==> config.mk <==
export PLATFORM = sky130hd
export DESIGN_NAME = hazard_controller
export DESIGN_NICKNAME = d
export VERILOG_FILES = /design/src/rtl/hazard_controller.sv
export SDC_FILE = /design/constraint.sdc
export NUM_CORES = 1
export LEC_CHECK = 0
export ABC_AREA = 1
export CELL_PAD_IN_SITES_DETAIL_PLACEMENT = 0
export CELL_PAD_IN_SITES_GLOBAL_PLACEMENT = 1
export CORE_UTILIZATION = 29
export DETAILED_ROUTE_END_ITERATION = 12
export GPL_ROUTABILITY_DRIVEN = 0
export HOLD_SLACK_MARGIN = 0.02
export PLACE_DENSITY_LB_ADDON = 0.1
export SYNTH_ARGS = -nofsm -noshare
export SYNTH_HDL_FRONTEND = slang
export SYNTH_SLANG_ARGS = --single-unit
==> constraint.sdc <==
create_clock -name clk -period 1.9 [get_ports clk]
set_input_delay 0.57 -clock clk [delete_from_list [all_inputs] [get_ports clk]]
set_output_delay 0.57 -clock clk [all_outputs]
set_load 0.02 [all_outputs]
==> src/rtl/hazard_controller.sv <==
// Decode-side interlock: EX/MEM/WB write scoreboard, mult/div busy counter,
// stall/flush/forward-select generation. Optional forwarding via `FORWARDING_EN.
module hazard_controller #(
   parameter int unsigned MULDIV_LAT = 8
) (
   input  logic       clk,
   input  logic       reset,
   input  logic       id_valid,
   input  logic [4:0] id_rs,
   input  logic [4:0] id_rt,
   input  logic       id_uses_rs,
   input  logic       id_uses_rt,
   input  logic [4:0] id_dest,
   input  logic       id_reg_write_en,
   input  logic       id_is_load,
   input  logic       id_is_muldiv,
   input  logic       id_reads_hilo,
   input  logic       id_redirect,
   output logic       stall_out,
   output logic       flush_out,
   output logic       muldiv_busy_out,
   output logic [1:0] fwd_a_sel_out,
   output logic [1:0] fwd_b_sel_out
);

   localparam int unsigned CNT_W = 6;
   localparam int unsigned REG_W = 5;

   typedef struct packed {
      logic             valid;
      logic [REG_W-1:0] dest;
      logic             is_load;
   } sb_entry_t;

   sb_entry_t        ex_q, mem_q, wb_q;
   logic [CNT_W-1:0] cnt_q;

   logic       raw_stall, md_stall, stall_c;
   logic [1:0] fwd_a_c, fwd_b_c;

   function automatic logic hit(input logic use_f, input logic [REG_W-1:0] src,
                                input sb_entry_t e);
      return use_f & (src != REG_W'(0)) & e.valid & (e.dest == src);
   endfunction

`ifdef FORWARDING_EN
   // Youngest producer wins; a load still in EX is stalled, so it maps to 00.
   function automatic logic [1:0] pick(input logic use_f, input logic [REG_W-1:0] src,
                                       input sb_entry_t ex, input sb_entry_t mem,
                                       input sb_entry_t wb);
      if (hit(use_f, src, ex))       return ex.is_load ? 2'b00 : 2'b01;
      else if (hit(use_f, src, mem)) return 2'b10;
      else if (hit(use_f, src, wb))  return 2'b11;
      else                           return 2'b00;
   endfunction
`endif

   always_comb begin
      raw_stall = 1'b0;
      fwd_a_c   = 2'b00;
      fwd_b_c   = 2'b00;
`ifdef FORWARDING_EN
      raw_stall = (hit(id_uses_rs, id_rs, ex_q) | hit(id_uses_rt, id_rt, ex_q)) & ex_q.is_load;
      fwd_a_c   = pick(id_uses_rs, id_rs, ex_q, mem_q, wb_q);
      fwd_b_c   = pick(id_uses_rt, id_rt, ex_q, mem_q, wb_q);
`else
      raw_stall = hit(id_uses_rs, id_rs, ex_q)  | hit(id_uses_rt, id_rt, ex_q) |
                  hit(id_uses_rs, id_rs, mem_q) | hit(id_uses_rt, id_rt, mem_q);
`endif
      md_stall  = (id_reads_hilo | id_is_muldiv) & (cnt_q != CNT_W'(0));
      stall_c   = id_valid & (raw_stall | md_stall);
   end

   // Scoreboard shift and mult/div countdown; a stalled instruction becomes a bubble.
   always_ff @(posedge clk) begin
      if (reset) begin
         ex_q  <= '0;
         mem_q <= '0;
         wb_q  <= '0;
         cnt_q <= '0;
      end else begin
         wb_q  <= mem_q;
         mem_q <= ex_q;
         if (id_valid & id_reg_write_en & (id_dest != REG_W'(0)) & ~stall_c)
            ex_q <= sb_entry_t'{valid: 1'b1, dest: id_dest, is_load: id_is_load};
         else
            ex_q <= '0;
         if (id_valid & id_is_muldiv & ~stall_c)
            cnt_q <= CNT_W'(MULDIV_LAT);
         else if (cnt_q != CNT_W'(0))
            cnt_q <= cnt_q - CNT_W'(1);
      end
   end

   assign stall_out       = ~reset & stall_c;
   assign flush_out       = ~reset & id_valid & id_redirect & ~stall_c;
   assign muldiv_busy_out = ~reset & (cnt_q != CNT_W'(0));
   assign fwd_a_sel_out   = reset ? 2'b00 : fwd_a_c;
   assign fwd_b_sel_out   = reset ? 2'b00 : fwd_b_c;

   // Load flags past EX and the WB entry are only consumed in some builds.
   logic unused_sb;
   assign unused_sb = ^{mem_q.is_load, wb_q};

endmodule

=== After elaboration in Yosys (flattened, before gate mapping) ===
Index checks and enable logic that the tools add are counted.

* Logic and storage cells: 51
* Bits of input ports: 25
* Flip-flop bits (word level): 18

* Mux-type cells: 3
* Add/subtract/negate cells: 1
* Bitwise logic cells: 30
* Eq/ne operators: 4
* Reductions and logical operators: 7

{| class="wikitable"
|+ Operators by type and width
! cell !! count
|-
| 1-bit AND || 22
|-
| 5-bit == test || 4
|-
| 5-bit nonzero test || 3
|-
| 4-bit two-way mux || 2
|-
| 7-bit two-way mux || 1
|-
| 6-bit nonzero test || 1
|-
| 6-bit by 1-bit subtractor with 6-bit output, second input constant || 1
|-
| 1-bit bitwise OR || 5
|-
| 2-bit OR reduction || 2
|-
| 1-bit NOT || 3
|-
| 2-bit nonzero test || 1
|}

=== Depth between registers and ports, before layout ===
* Word-level depth: 13
* Depth in mapped cells: 12
* Mapped depth without buffers: 12

=== Worst setup path before layout ===
Ideal clock, no wire load.

* Path type: flip-flop to output port
* Start point: reg cnt_q[0]
* End point: out flush_out
* Arrival time: 1.516 ns
* Buffers on the path: 1
* Cell stages (with the launch flop): 9
* Required time: 1.330 ns
* Setup slack: -0.186 ns
* Path through: dfxtp_1 -> inv_1 -> ha_1 -> nand2_1 -> or3_1 -> buf_6 -> o21ai_4 -> nand3_4 -> nor2_1

* Word-level cells in the longest chain between the ends: 6

{| class="wikitable"
|+ RTL lines
! what !! RTL line !! source
|-
| from (decl) || 36 || <nowiki>logic [CNT_W-1:0] cnt_q;</nowiki>
|-
| from (signal assigned) || 89 || <nowiki>cnt_q <= CNT_W'(MULDIV_LAT);</nowiki>
|-
| from (signal assigned) || 91 || <nowiki>cnt_q <= cnt_q - CNT_W'(1);</nowiki>
|-
| 6-bit nonzero test || 70 || <nowiki>md_stall = (id_reads_hilo | id_is_muldiv) & (cnt_q != CNT_W'(0));</nowiki>
|-
| 1-bit AND || 70 ||
|-
| 1-bit bitwise OR || 71 || <nowiki>stall_c = id_valid & (raw_stall | md_stall);</nowiki>
|-
| 1-bit AND || 71 ||
|-
| 1-bit NOT || 96 || <nowiki>assign flush_out = ~reset & id_valid & id_redirect & ~stall_c;</nowiki>
|-
| 1-bit AND || 96 ||
|-
| to (decl) || 20 || <nowiki>output logic flush_out,</nowiki>
|}

Every way passes these cells.

=== Final worst setup path ===
* Start point: reg cnt_q[1]
* End point: out stall_out

* Word-level cells in the longest chain between the ends: 5

{| class="wikitable"
|+ RTL lines
! what !! RTL line !! source
|-
| 6-bit nonzero test || 70 ||
|-
| 1-bit AND || 70 ||
|-
| 1-bit bitwise OR || 71 ||
|-
| 1-bit AND || 71 ||
|-
| 1-bit AND || 95 || <nowiki>assign stall_out = ~reset & stall_c;</nowiki>
|-
| to (decl) || 19 || <nowiki>output logic stall_out,</nowiki>
|}

Every way passes these cells.

==> run_results.csv <==
group,metric,value,unit
drt,final_antenna_net_count,0,
clock_tree,cts_made_buffers,3,
global_route,maximum_number_of_pins_on_one_net_before_global_route_repair,11,
power_and_ir_drop,power.density_cell_area,1050,mW/mm^2
critical_path,worstPathArrival,1.64,ns
timing,final_critical_path_setup_slack,-0.309,ns
drt,routed-via-count,1071,
drt,remaining_drc_errors,0,
timing,finalClockSkew,0.00168,ns
power_and_ir_drop,p_int,0.00117,W
timing,report.final.slew_viol_count,0,
global_route,antenna_found_initial,0,
finish,multi_input_area,657,sq um
die,io_pins,32,
synthesis,cell_area_synth,0.00111,sq mm
timing,min_period_over_period,116,%
critical_path,crit_family,"simple AND/OR/NAND/NOR gates",
critical_path,critical_path_cell_count,9,
power_and_ir_drop,switching_share,33.9,%
synthesis,synth_cell_types,24,
critical_path,critical_path.slowest_cell,"or3_4",
flow_run,max-cap-violations,0,
drt,postRouteWirelength,2590,um
placement,placed_cells,262,
power_and_ir_drop,p_sw,0.000598,W
hold_path,timing.hold.worst.class,"reg2reg",
die,core.rowCount,22,
synthesis,synth.most_common_cell,"nand2_1",
finish,finish.utilization,45.7,%
drt,drtIter0Drc,17,
synthesis,synthesis.instances,172,
critical_path,timing.critical_path.to,"stall_out",
drt,drtPass1Iterations,4,
placement,place.detailed.hpwl,2110,um
die,die_area,0.00407,sq mm
critical_path,startpoint,"cnt_q[1]",
power_and_ir_drop,irDropWorstVdd,0.409,mV
synthesis,synth_top_area_cell,"dfxtp_1",
power_and_ir_drop,p_leak,0.833,nW
critical_path,worstPathBufferInverterCount,3,
clock_tree,ctsHtreeMaxLevel,1,
critical_path,regToRegEndpoint,"ex_q[5]",
critical_path,crit_required,1.33,ns
hold_path,hold_path.startpoint,"ex_q[6]",
synthesis,seq_area_frac_synth,32.5,%
die,die_height,63.8,um
finish,finish.net_count,249,
finish,seqCellArea,363,sq um
critical_path,r2r_cells,11,
critical_path,worstPathCellList,"inv_2 > ha_4 > nand2_2 > or3_4 > o21ai_4 > nand3_4 > nand2_2 > inv_2 > buf_6",
global_route,grtUsageTotal,14.3,%
power_and_ir_drop,finalPower,0.00176,W
critical_path,timing.critical_path.from_type,"flop",
clock_tree,cts-root-buf,"clkbuf_8",
clock_tree,clk_latency,0.25,ns
synthesis,synth_top_cells_by_area,"dfxtp_1 (33%), nand2_1 (15%), nor2_1 (11%)",
synthesis,synth_commonest_cells,"nand2_1 (45), nor2_1 (33), inv_1 (31)",
finish,fillers,401,
timing,fmax,0.453,GHz
synthesis,synth.top_cell.area_share,32.5,%
die,chipWidth,63.8,um
critical_path,max_stage_delay,0.36,ns
clock_tree,count_of_hold_fix_buffers_inserted_at_cts,0,
critical_path,critical_path.endpoint_type,"output pin",
finish,antenna_cells,0,
clock_tree,clockBufferDepth,2,
clock_tree,clkTransAtPathRegs,0.07,ns
synthesis,synth_ff_type,"dfxtp_1",
critical_path,path_class,"reg2out",
synthesis,ys_ff_latch,18,
placement,port_buffers,26,
placement,placement.cell_area,0.00157,sq mm
global_route,global_route.overflow_total,0,
critical_path,critical_path.max_fanout,3,
synthesis,ys.warnings.count,0,
die,area_of_the_placeable_core,0.00366,sq mm
die,initial_core_util,30.3,%
outcome,outcome,"finished, violations left",
critical_path,ff2ff_setup_slack,0.19,ns
global_route,vias_in_the_first_global_route,1022,
timing,hold_vio_cnt_final,0,
finish,layout.cell_area.non_filler,0.00167,sq mm
global_route,first_pass_grt_wire_length,4420,um
outcome,failed_checks,"setup timing",
power_and_ir_drop,pwr-share-seq,27.7,%
power_and_ir_drop,clock_power_share,17.9,%
drt,viasPerCell,3.97,
clock_tree,tritoncts,"done",
timing,setup_viol_count_final,3,
timing,rsz0062_at_grt,"true",
finish,post_layout_nonfiller_instances,270,
drt,wl_per_cell,9.58,um
finish,post_route_cells_drive_above_1_share,31.1,%
power_and_ir_drop,comb_power_share,54.4,%
synthesis,synth.avg_cell_area,6.45,sq um
synthesis,number_of_synthesized_flops_with_an_enable_pin,0,
finish,area.growth.synth_to_final,51.0,%
clock_tree,tritoncts_num_sinks,18,
timing,layout_min_cycle_time,2.21,ns
synthesis,asyncSetResetFlopFracSynth,0,%
critical_path,worst_r2r_startpoint,"cnt_q[1]",
routing by layer:
layer,global-route usage [%],vias to the layer above,wire length (um)
met4,5.11,0,22
met1,18.3,443,1330
met3,3.57,2,144
li1,-,596,-
met2,22.9,30,1090
met5,0,-,0
power groups by stage:
stage,Sequential [W],Clock (W),Combinational [W]
after floorplan,0.000497,0,0.000508
after global placement,0.000493,0,0.000816
after detailed placement,0.000494,0,0.000834
after CTS,0.000488,0.000325,0.000956
after global routing,0.000496,0.000344,0.00106
final,0.000488,0.000315,0.000959
per-stage QoR:
| stage | worst slack [ns] | setup TNS [ns] | hold WS [ns] |
|---|---|---|---|
| 6_report | -0.309 | -0.801 | 0.460 |
| 5_1_grt | -0.388 | -1.01 | 0.488 |
| 4_1_cts | -0.314 | -0.830 | 0.455 |
| 3_5_place_dp | -1.19 | -5.80 | 0.443 |
| 3_3_place_gp | -1.14 | -5.26 | 0.445 |
| 2_1_floorplan | -0.0207 | -0.0309 | 0.417 |
tightest hold or removal path, cell delays in order, from the launching register on:
cell and delay (ns):
dfxtp_1 0.33, inv_1 0.06, nor2_1 0.03
registers in the layout, indices dropped and copies added (netlist names):
register and flops:
mem_q 6, ex_q 6, cnt_q 6
kinds of logic after synthesis:
family	after synthesis	synth area share, %
other	1	0.338
AO/OA/AOI/OAI	4	2.82
XOR/XNOR	14	11.1
AND/OR/NAND/NOR	95	36.3
flip-flops	18	32.5
multiplexers	1	0.903
buffers and inverters	38	14.9
adder cells (fa/ha/maj)	1	1.13
worst min-delay path by stage:
| stage | depth (start not counted) | to | slack [ns] |
|---|---|---|---|
| after detailed placement | 2 | mem_q[6] | 0.44 |
| after floorplan | 2 | mem_q[6] | 0.42 |
| after global routing | 2 | mem_q[6] | 0.49 |
| final | 2 | mem_q[6] | 0.46 |
| after CTS | 2 | mem_q[6] | 0.45 |
| after global placement | 2 | mem_q[6] | 0.44 |
what timing repair did:
item,CTS,global route
pin swaps,21,11
resized for setup,73,14
gates cloned,0,0
buffers inserted,4,0
endpoints found under the setup margin,8,3
placed cells by master (no fill, tap or decap), drive strengths merged:
master          n
dfxtp          18
or3             1
nand3           9
clkbuf          4
xnor2           8
or2             1
nand4           2
clkdlybuf4s50  11
buf            36
ha              1
nor2           35
dlygate4sd2     2
mux2i           1
a21oi           2
nand2          45
conb            4
inv            32
xor2            6
nor3            2
o21ai           2
area by class of cell:
| cell class | instances | share of cell area, % |
|---|---|---|
| Clock buffer | 4 | 3.29 |
| Inverter | 32 | 7.17 |
| Multi-Input combinational cell | 119 | 39.2 |
| Sequential cell | 18 | 21.7 |
| Tap cell | 48 | 3.59 |
| Timing Repair Buffer | 49 | 25.0 |
Note: power is estimated with default switching activity, not from simulation.
